--- src/rtl/prog_loader.sv ---
// prog_loader: streams user bytes into CPU RAM over the shared bus.
// Each byte accepted in IDLE runs ADDR -> DATA -> WRITE -> NEXT, one cycle per
// state, driving the MAR, the MAR data latch and a RAM load pulse in turn.
// Optional build macro PROG_VERIFY_EN inserts a READ state after WRITE and
// compares the RAM readback on bus_in against the written byte.
module prog_loader #(
    parameter int DATA_W = 8,
    parameter int ADDR_W = 4,
    parameter int CTRL_W = 15
) (
    input  logic              clk,
    input  logic              resetn,
    input  logic              programming,
    input  logic              new_byte,
    input  logic              addr_set,
    input  logic [DATA_W-1:0] ui_in,
    input  logic [DATA_W-1:0] bus_in,
    output logic [DATA_W-1:0] bus_out,
    output logic              bus_oe,
    output logic [CTRL_W-1:0] ctrl,
    output logic [ADDR_W-1:0] addr,
    output logic              busy,
    output logic              done,
    output logic              overrun,
    output logic              verify_err
);

    // Control word bit map (active-low names end in _N):
    //   14 PC_INC  13 PC_EN  12 PC_LOAD  11 MAR_ADDR_LOAD_N  10 MAR_MEM_LOAD_N
    //    9 RAM_EN_N  8 RAM_LOAD_N  7 IR_LOAD_N  6 IR_EN_N  5 REGA_LOAD_N
    //    4 REGA_EN  3 ADDER_SUB  2 REGB_EN  1 REGB_LOAD_N  0 OUT_LOAD_N
    localparam logic [CTRL_W-1:0] CTRL_IDLE = CTRL_W'(15'h0FE3);
    localparam int B_MAR_ADDR_LOAD_N = 11;
    localparam int B_MAR_MEM_LOAD_N  = 10;
    localparam int B_RAM_LOAD_N      = 8;
`ifdef PROG_VERIFY_EN
    localparam int B_RAM_EN_N        = 9;
`endif

    typedef enum logic [2:0] {
        S_IDLE  = 3'd0,
        S_ADDR  = 3'd1,
        S_DATA  = 3'd2,
        S_WRITE = 3'd3,
        S_READ  = 3'd4,
        S_NEXT  = 3'd5
    } state_t;

    state_t            r_state;
    state_t            w_state_nxt;
    logic              r_new_byte_q;
    logic              w_edge;
    logic [DATA_W-1:0] r_data;
    logic [ADDR_W-1:0] r_addr;
    logic [CTRL_W-1:0] r_ctrl;
    logic [DATA_W-1:0] r_bus_out;
    logic              r_bus_oe;
    logic              r_done;
    logic              r_overrun;

    logic [CTRL_W-1:0] w_ctrl_nxt;
    logic [DATA_W-1:0] w_bus_out_nxt;
    logic              w_bus_oe_nxt;
    logic              w_done_nxt;
    logic              w_addr_top;

    assign w_edge     = new_byte & ~r_new_byte_q;
    assign w_addr_top = (r_addr == '1);

    // Byte strobe history for rising-edge detection
    always_ff @(posedge clk or negedge resetn) begin
        if (!resetn) begin
            r_new_byte_q <= 1'b0;
        end else begin
            r_new_byte_q <= new_byte;
        end
    end

    // State register
    always_ff @(posedge clk or negedge resetn) begin
        if (!resetn) begin
            r_state <= S_IDLE;
        end else begin
            r_state <= w_state_nxt;
        end
    end

    // Next-state logic; leaving programming mode always returns to IDLE
    always_comb begin
        w_state_nxt = r_state;
        if (!programming) begin
            w_state_nxt = S_IDLE;
        end else begin
            case (r_state)
                S_IDLE:  if (w_edge) w_state_nxt = S_ADDR;
                S_ADDR:  w_state_nxt = S_DATA;
                S_DATA:  w_state_nxt = S_WRITE;
`ifdef PROG_VERIFY_EN
                S_WRITE: w_state_nxt = S_READ;
                S_READ:  w_state_nxt = S_NEXT;
`else
                S_WRITE: w_state_nxt = S_NEXT;
`endif
                S_NEXT:  w_state_nxt = S_IDLE;
                default: w_state_nxt = S_IDLE;
            endcase
        end
    end

    // Output decode of the upcoming state, so the registered outputs line up
    // with the state they belong to rather than lagging it by a cycle
    always_comb begin
        w_ctrl_nxt    = CTRL_IDLE;
        w_bus_out_nxt = '0;
        w_bus_oe_nxt  = 1'b0;
        w_done_nxt    = 1'b0;
        case (w_state_nxt)
            S_ADDR: begin
                w_bus_out_nxt[ADDR_W-1:0]     = r_addr;
                w_bus_oe_nxt                  = 1'b1;
                w_ctrl_nxt[B_MAR_ADDR_LOAD_N] = 1'b0;
            end
            S_DATA: begin
                w_bus_out_nxt                = r_data;
                w_bus_oe_nxt                 = 1'b1;
                w_ctrl_nxt[B_MAR_MEM_LOAD_N] = 1'b0;
            end
            S_WRITE: begin
                w_bus_out_nxt            = r_data;
                w_bus_oe_nxt             = 1'b1;
                w_ctrl_nxt[B_RAM_LOAD_N] = 1'b0;
            end
`ifdef PROG_VERIFY_EN
            S_READ: begin
                w_ctrl_nxt[B_RAM_EN_N] = 1'b0;
            end
`endif
            S_NEXT: begin
                w_done_nxt = w_addr_top;
            end
            default: begin
                w_ctrl_nxt = CTRL_IDLE;
            end
        endcase
    end

    // Registered bus / control outputs
    always_ff @(posedge clk or negedge resetn) begin
        if (!resetn) begin
            r_ctrl    <= CTRL_IDLE;
            r_bus_out <= '0;
            r_bus_oe  <= 1'b0;
            r_done    <= 1'b0;
        end else begin
            r_ctrl    <= w_ctrl_nxt;
            r_bus_out <= w_bus_out_nxt;
            r_bus_oe  <= w_bus_oe_nxt;
            r_done    <= w_done_nxt;
        end
    end

    // Byte capture and write-address tracking; a byte edge wins over addr_set
    always_ff @(posedge clk or negedge resetn) begin
        if (!resetn) begin
            r_data <= '0;
            r_addr <= '0;
        end else if (!programming) begin
            r_addr <= '0;
        end else if (r_state == S_IDLE) begin
            if (w_edge) begin
                r_data <= ui_in;
            end else if (addr_set) begin
                r_addr <= ui_in[ADDR_W-1:0];
            end
        end else if (r_state == S_NEXT) begin
            r_addr <= r_addr + ADDR_W'(1);
        end
    end

    // Sticky overrun: a byte edge while a sequence is in flight is dropped
    always_ff @(posedge clk or negedge resetn) begin
        if (!resetn) begin
            r_overrun <= 1'b0;
        end else if (!programming) begin
            r_overrun <= 1'b0;
        end else if (w_edge && (r_state != S_IDLE)) begin
            r_overrun <= 1'b1;
        end
    end

`ifdef PROG_VERIFY_EN
    logic r_verify_err;

    // Sticky readback check at the end of READ; only reset clears it
    always_ff @(posedge clk or negedge resetn) begin
        if (!resetn) begin
            r_verify_err <= 1'b0;
        end else if ((r_state == S_READ) && (bus_in != r_data)) begin
            r_verify_err <= 1'b1;
        end
    end

    assign verify_err = r_verify_err;
`else
    logic w_unused_bus_in;
    assign w_unused_bus_in = ^bus_in;
    assign verify_err      = 1'b0;
`endif

    assign bus_out = r_bus_out;
    assign bus_oe  = r_bus_oe;
    assign ctrl    = r_ctrl;
    assign addr    = r_addr;
    assign busy    = (r_state != S_IDLE);
    assign done    = r_done;
    assign overrun = r_overrun;

endmodule

--- config.mk ---
export PLATFORM = sky130hd
export DESIGN_NAME = prog_loader
export DESIGN_NICKNAME = d
export VERILOG_FILES = /design/src/rtl/prog_loader.sv
export SDC_FILE = /design/constraint.sdc
export NUM_CORES = 1
export LEC_CHECK = 0
export CELL_PAD_IN_SITES_DETAIL_PLACEMENT = 1
export CELL_PAD_IN_SITES_GLOBAL_PLACEMENT = 1
export CORE_AREA = 8 8 75 77
export DETAILED_ROUTE_END_ITERATION = 16
export DIE_AREA = 0 0 83 85
export GPL_TIMING_DRIVEN = 0
export PLACE_DENSITY = 0.77
export SYNTH_ARGS = -nofsm -noshare
export SYNTH_HDL_FRONTEND = slang
export SYNTH_SLANG_ARGS = --single-unit
--- constraint.sdc ---
create_clock -name clk -period 1.8 [get_ports clk]
set_input_delay 0.18 -clock clk [delete_from_list [all_inputs] [get_ports clk]]
set_output_delay 0.18 -clock clk [all_outputs]
set_load 0.005 [all_outputs]
# Yosys cells after proc, flatten, opt, wreduce, memory -nomap -nowiden
# Index checks and enable logic that the tools add are counted.
[op_classes] n_addsub=1 eq_ne=13 muxes=17 n_bitwise=2 n_reduce_logical=7
[op_table] cell="4-bit two-way mux" n=6
[op_table] cell="3-bit by 2-bit == test with 1-bit output, second input constant" n=4
[op_table] cell="3-bit case mux with 4 select lines" n=1
[op_table] cell="4-bit case mux with 2 select lines" n=1
[op_table] cell="1-bit two-way mux" n=7
[op_table] cell="3-bit by 1-bit == test with 1-bit output, second input constant" n=2
[op_table] cell="3-bit == test, second input constant" n=2
[op_table] cell="3-bit two-way mux" n=2
[op_table] cell="3-bit inequality test, second input constant" n=2
[op_table] cell="3-bit AND reduction" n=2
[op_table] cell="4-bit by 1-bit adder with 4-bit output, second input constant" n=1
[op_table] cell="4-bit == test, second input constant" n=1
[op_table] cell="3-bit zero test" n=1
[op_table] cell="3-bit by 1-bit inequality test with 1-bit output, second input constant" n=1
[op_table] cell="3-bit nonzero test" n=1
[op_table] cell="3-bit OR reduction" n=1
[op_table] cell="2-bit by 1-bit inequality test with 1-bit output, second input constant" n=1
[op_table] cell="2-bit OR reduction" n=1
[op_table] cell="1-bit bitwise AND" n=1
[op_table] cell="1-bit logical AND" n=1
[op_table] cell="1-bit NOT" n=1
[totals] regBits=30 wordCells=49

# Depth between registers and ports, before layout
[logic_depth] word_depth=8 mapped_depth=6 depth_no_buf=5

# Worst setup path before layout
# Ideal clock, no wire load.
[synth_timing] path_type="register -> register" startpoint="register r_state[0]" endpoint="register r_addr[1] (netlist: addr[1])" setup_time_ps=120 t_arrival_ps=1309 required_time_ps=1680 setup_slack_ps=371 stages_incl_launch_ff=6 n_path_buf=1 period_less_slack_ps=1429 cell_sequence="dfrtp_1 -> buf_6 -> nor3_4 -> mux2_2 -> mux2i_1 -> nor2b_1"
[synth_via] elab_chain_cells=3 elab_cells_between_ends=8 cone_classes="eq/ne: 4; mux: 2; reduce/logical: 2"
[synth_lines] item="start: declaration" line_no="49" text="state_t r_state;"
[synth_lines] item="start signal: assignment" line_no="84" text="r_state <= w_state_nxt;"
[synth_lines] item="3-bit == test / 3-bit zero test (equally long branches)" line_no="175, 169"
[synth_lines] item="3-bit by 1-bit inequality test with 1-bit output (no source line), or another cell as far along"
[synth_lines] item="3-bit AND reduction (no source line) / 4-bit two-way mux (equally long branches)"
[synth_lines] item="end signal: assignment" line_no="173" text="r_addr <= ui_in[ADDR_W-1:0];"
[synth_lines] item="end signal: assignment" line_no="176" text="r_addr <= r_addr + ADDR_W'(1);"
[synth_lines] item="end: declaration" line_no="54" text="logic [ADDR_W-1:0] r_addr;"
# Parallel ways exist; a longest one is shown, timed or not.
# A chain may end at the register's enable or synchronous reset.

# Final worst setup path
[layout_timing] startpoint="register r_state[1]" endpoint="output busy"
[layout_via] elab_chain_cells=1
[layout_lines] item="3-bit nonzero test" line_no="214" text="assign busy = (r_state != S_IDLE);"
[layout_lines] item="end: declaration" line_no="22" text="output logic busy,"
# No other way between the ends.

==> results.sh <==
export IMPL_cp_start_kind="register"
export IMPL_cp_startpoint="r_state[1]"
export IMPL_cts_sinks=30
export IMPL_place_inst=221
export IMPL_drtAntennaViolNets=0
export IMPL_core_area_sq_um=4540
export IMPL_critPathMaxStageDelay_ns=0.39
export IMPL_worstSetupEndpoint="busy"
export IMPL_synthArstFlopShare_pct=100
export IMPL_outcome="completed"
export IMPL_path_clk_slew_ns=0.06
export IMPL_grt_pass1_vias=1186
export IMPL_synth_top_area_share_pct=49.7
export IMPL_root_buffer="clkbuf_8"
export IMPL_drt_total_wl_microns=3350
export IMPL_grt_pass1_wl_microns=5760
export IMPL_synth_most_common_cell="nand2_1"
export IMPL_grt_setup_unrepaired="no"
export IMPL_synth_edff_count=0
export IMPL_syn_inst=125
export IMPL_grt_overflow_total=0
export IMPL_die_w_microns=83
export IMPL_dp_hpwl_microns=2630
export IMPL_io_buffer_count=31
export IMPL_antenna_found_initial=0
export IMPL_path_max_fanout=9
export IMPL_r2r_setup_slack_ns=0.20
export IMPL_crit_chain="buf_8 > nor3_4 > inv_1 > dlygate4sd2_1"
export IMPL_synth_top_flop_cell="dfrtp_1"
export IMPL_drt_pass1_iter_count=4
export IMPL_clk_latency_ns=0.27
export IMPL_final_max_slew_viol_count=0
export IMPL_ys_warnings_count=0
export IMPL_start_util_pct=30.0
export IMPL_relSlewSlack_pct=56.8
export IMPL_grt_usage_pct=9.89
export IMPL_synth_area_sq_um=1360
export IMPL_vias_per_cell=4.59
export IMPL_avgSynthCellArea_sq_um=10.9
export IMPL_wire_per_inst_microns=14.5
export IMPL_final_hold_violation_count=0
export IMPL_r2r_end="addr[1]"
export IMPL_p_total_uw=1750
export IMPL_synth_largest_area_cell="dfrtp_1"
export IMPL_rows=25
export IMPL_vias=1061
export IMPL_critical_path_class="register to primary output"
export IMPL_syn_to_final_growth_pct=39.7
export IMPL_filler_cell_count=523
export IMPL_synth_top_cells_by_area="dfrtp_1 50%, buf_4 7.7%, nand2_1 7.7%"
export IMPL_setup_viol=0
export IMPL_reg2reg_from="r_state[1]"
export IMPL_cts_tree="built"
export IMPL_ys_types=35
export IMPL_cp_end_kind="primary output"
export IMPL_final_cells=231
export IMPL_fin_crit_sh_pct=90.7
export IMPL_ir_worst_vdd_uv=260
export IMPL_htree_levels=2
export IMPL_io_pins=53
export IMPL_dieArea_sq_um=7060
export IMPL_pwr_density_cell_nw_per_um2=923
export IMPL_clockBufferDepth=2
export IMPL_seq_area_frac_synth_pct=55.5
export IMPL_min_path_type="input pin to register"
export IMPL_cap_violations=0
export IMPL_cts_made_buffers=5
export IMPL_diodes=0
export IMPL_final_nets=198
export IMPL_synth_seq_cells=30
export IMPL_drc=0
export IMPL_drive_above_1_share_pct=21.5
export IMPL_die_h_microns=85
export IMPL_tightest_slew_ns=0.648
export IMPL_leakage_uw=0.000917
export IMPL_gp_congestion=0.848
export IMPL_crit_required_ns=1.62
export IMPL_r2r_cells=6
export IMPL_critPathSlowestCell="dfrtp_1"
export IMPL_grt_max_degree=31
export IMPL_drt_iter0_markers=30
export IMPL_netlist_top_cells_count="28 x nand2_1, 27 x dfrtp_1, 14 x buf_4"
export IMPL_fmax_mhz=613
export IMPL_finalCriticalPeriod_ns=1.63
export IMPL_cp_arrival_ns=1.45
export IMPL_fin_skew_ns=0.00268
state kept, by name, summed over array words and instances (netlist names):
name / count
r_new_byte_q: 1
overrun: 1
r_data: 8
ctrl: 3
r_state: 3
done: 1
bus_oe: 1
addr: 4
bus_out: 8
worst max-delay path: cells and delay by family, from the launching register on:
kind	cells	cell delay (ns)
DFF	1	0.39
and+or+nand+nor	1	0.23
buffers and inverters	3	0.56
placed cells by master (no fill, tap or decap), types with 2 or more instances in the layout:
cell,synthesis,final
a22o_1,4,4
nand2_1,28,28
and3_2,2,2
a21oi_1,2,2
clkbuf_8,0,8
nor2b_1,2,2
clkdlybuf4s50_1,0,29
o21a_1,4,4
dfstp_2,3,3
buf_4,14,15
nand3b_1,2,2
dfrtp_1,27,27
nor2_1,8,8
nand2b_1,2,2
and2_1,4,4
conb_1,2,13
how the worst min path moves through the flow:
stage | slack (ns) | to | cells past startpoint | start
2_1_floorplan | -0.12 | addr[0] | 0 | resetn
3_3_place_gp | 0.45 | r_data[4] | 2 | r_data[4]
3_5_place_dp | 0.47 | r_data[5] | 2 | r_data[5]
4_1_cts | 0.37 | r_new_byte_q | 1 | new_byte
5_1_grt | 0.36 | r_new_byte_q | 1 | new_byte
6_report | 0.37 | r_new_byte_q | 1 | new_byte
per-stage QoR:
stage / cell area [sq um] / TNS [ns] / setup WS, ns / util (%) / hold WS, ns
finish: 1900 / 0 / 0.168 / 41.9 / 0.373
global route: 1900 / 0 / 0.111 / 41.9 / 0.357
CTS: 1900 / 0 / 0.157 / 41.8 / 0.368
detailed placement: 1780 / -0.438 / -0.0680 / 39.2 / 0.466
global placement: 1780 / 0 / 0.0299 / 39.2 / 0.450
floorplan: 1400 / 0 / 0.371 / - / -0.116
power breakdown:
part | total, uW | internal [uW] | switching, uW
clock | 618 | 385 | 232
combinational | 334 | 177 | 157
sequential | 802 | 757 | 44.7
area by class of cell:
cell class                      count  area [sq um]  area share [%]
Timing Repair Buffer               33           322            16.9
Clock buffer                        8           110            5.79
Multi-Input combinational cell     88           508            26.7
Inverter                            2          7.51           0.395
Buffer                             16           131            6.91
Sequential cell                    30           754            39.7
Tap cell                           54          67.6            3.55
layer usage:
layer  part of all wire (%)  up-vias  track usage [%]
li1                       -      489                -
met1                     38      522             9.80
met2                     54       42             17.9
met3                    5.7        8             4.21
met4                    2.3        0             3.67
met5                      0        -                0
logic make-up after synthesis:
group / share of synthesized area (%)
multiplexers: 1.56
flip-flops: 55.5
adder cells (fa/ha/maj): 0.920
buffers and inverters: 10.2
AO/OA/AOI/OAI: 9.38
XOR/XNOR: 0.644
AND/OR/NAND/NOR: 21.3
other: 0.552
repair_timing:
item	CTS	global route
resized for setup	1	0
setup endpoints to repair	1	0
hold endpoints to repair	0	27
buffers inserted	1	0
hold buffers	0	1
No activity file was read; power rests on OpenSTA's default activity.
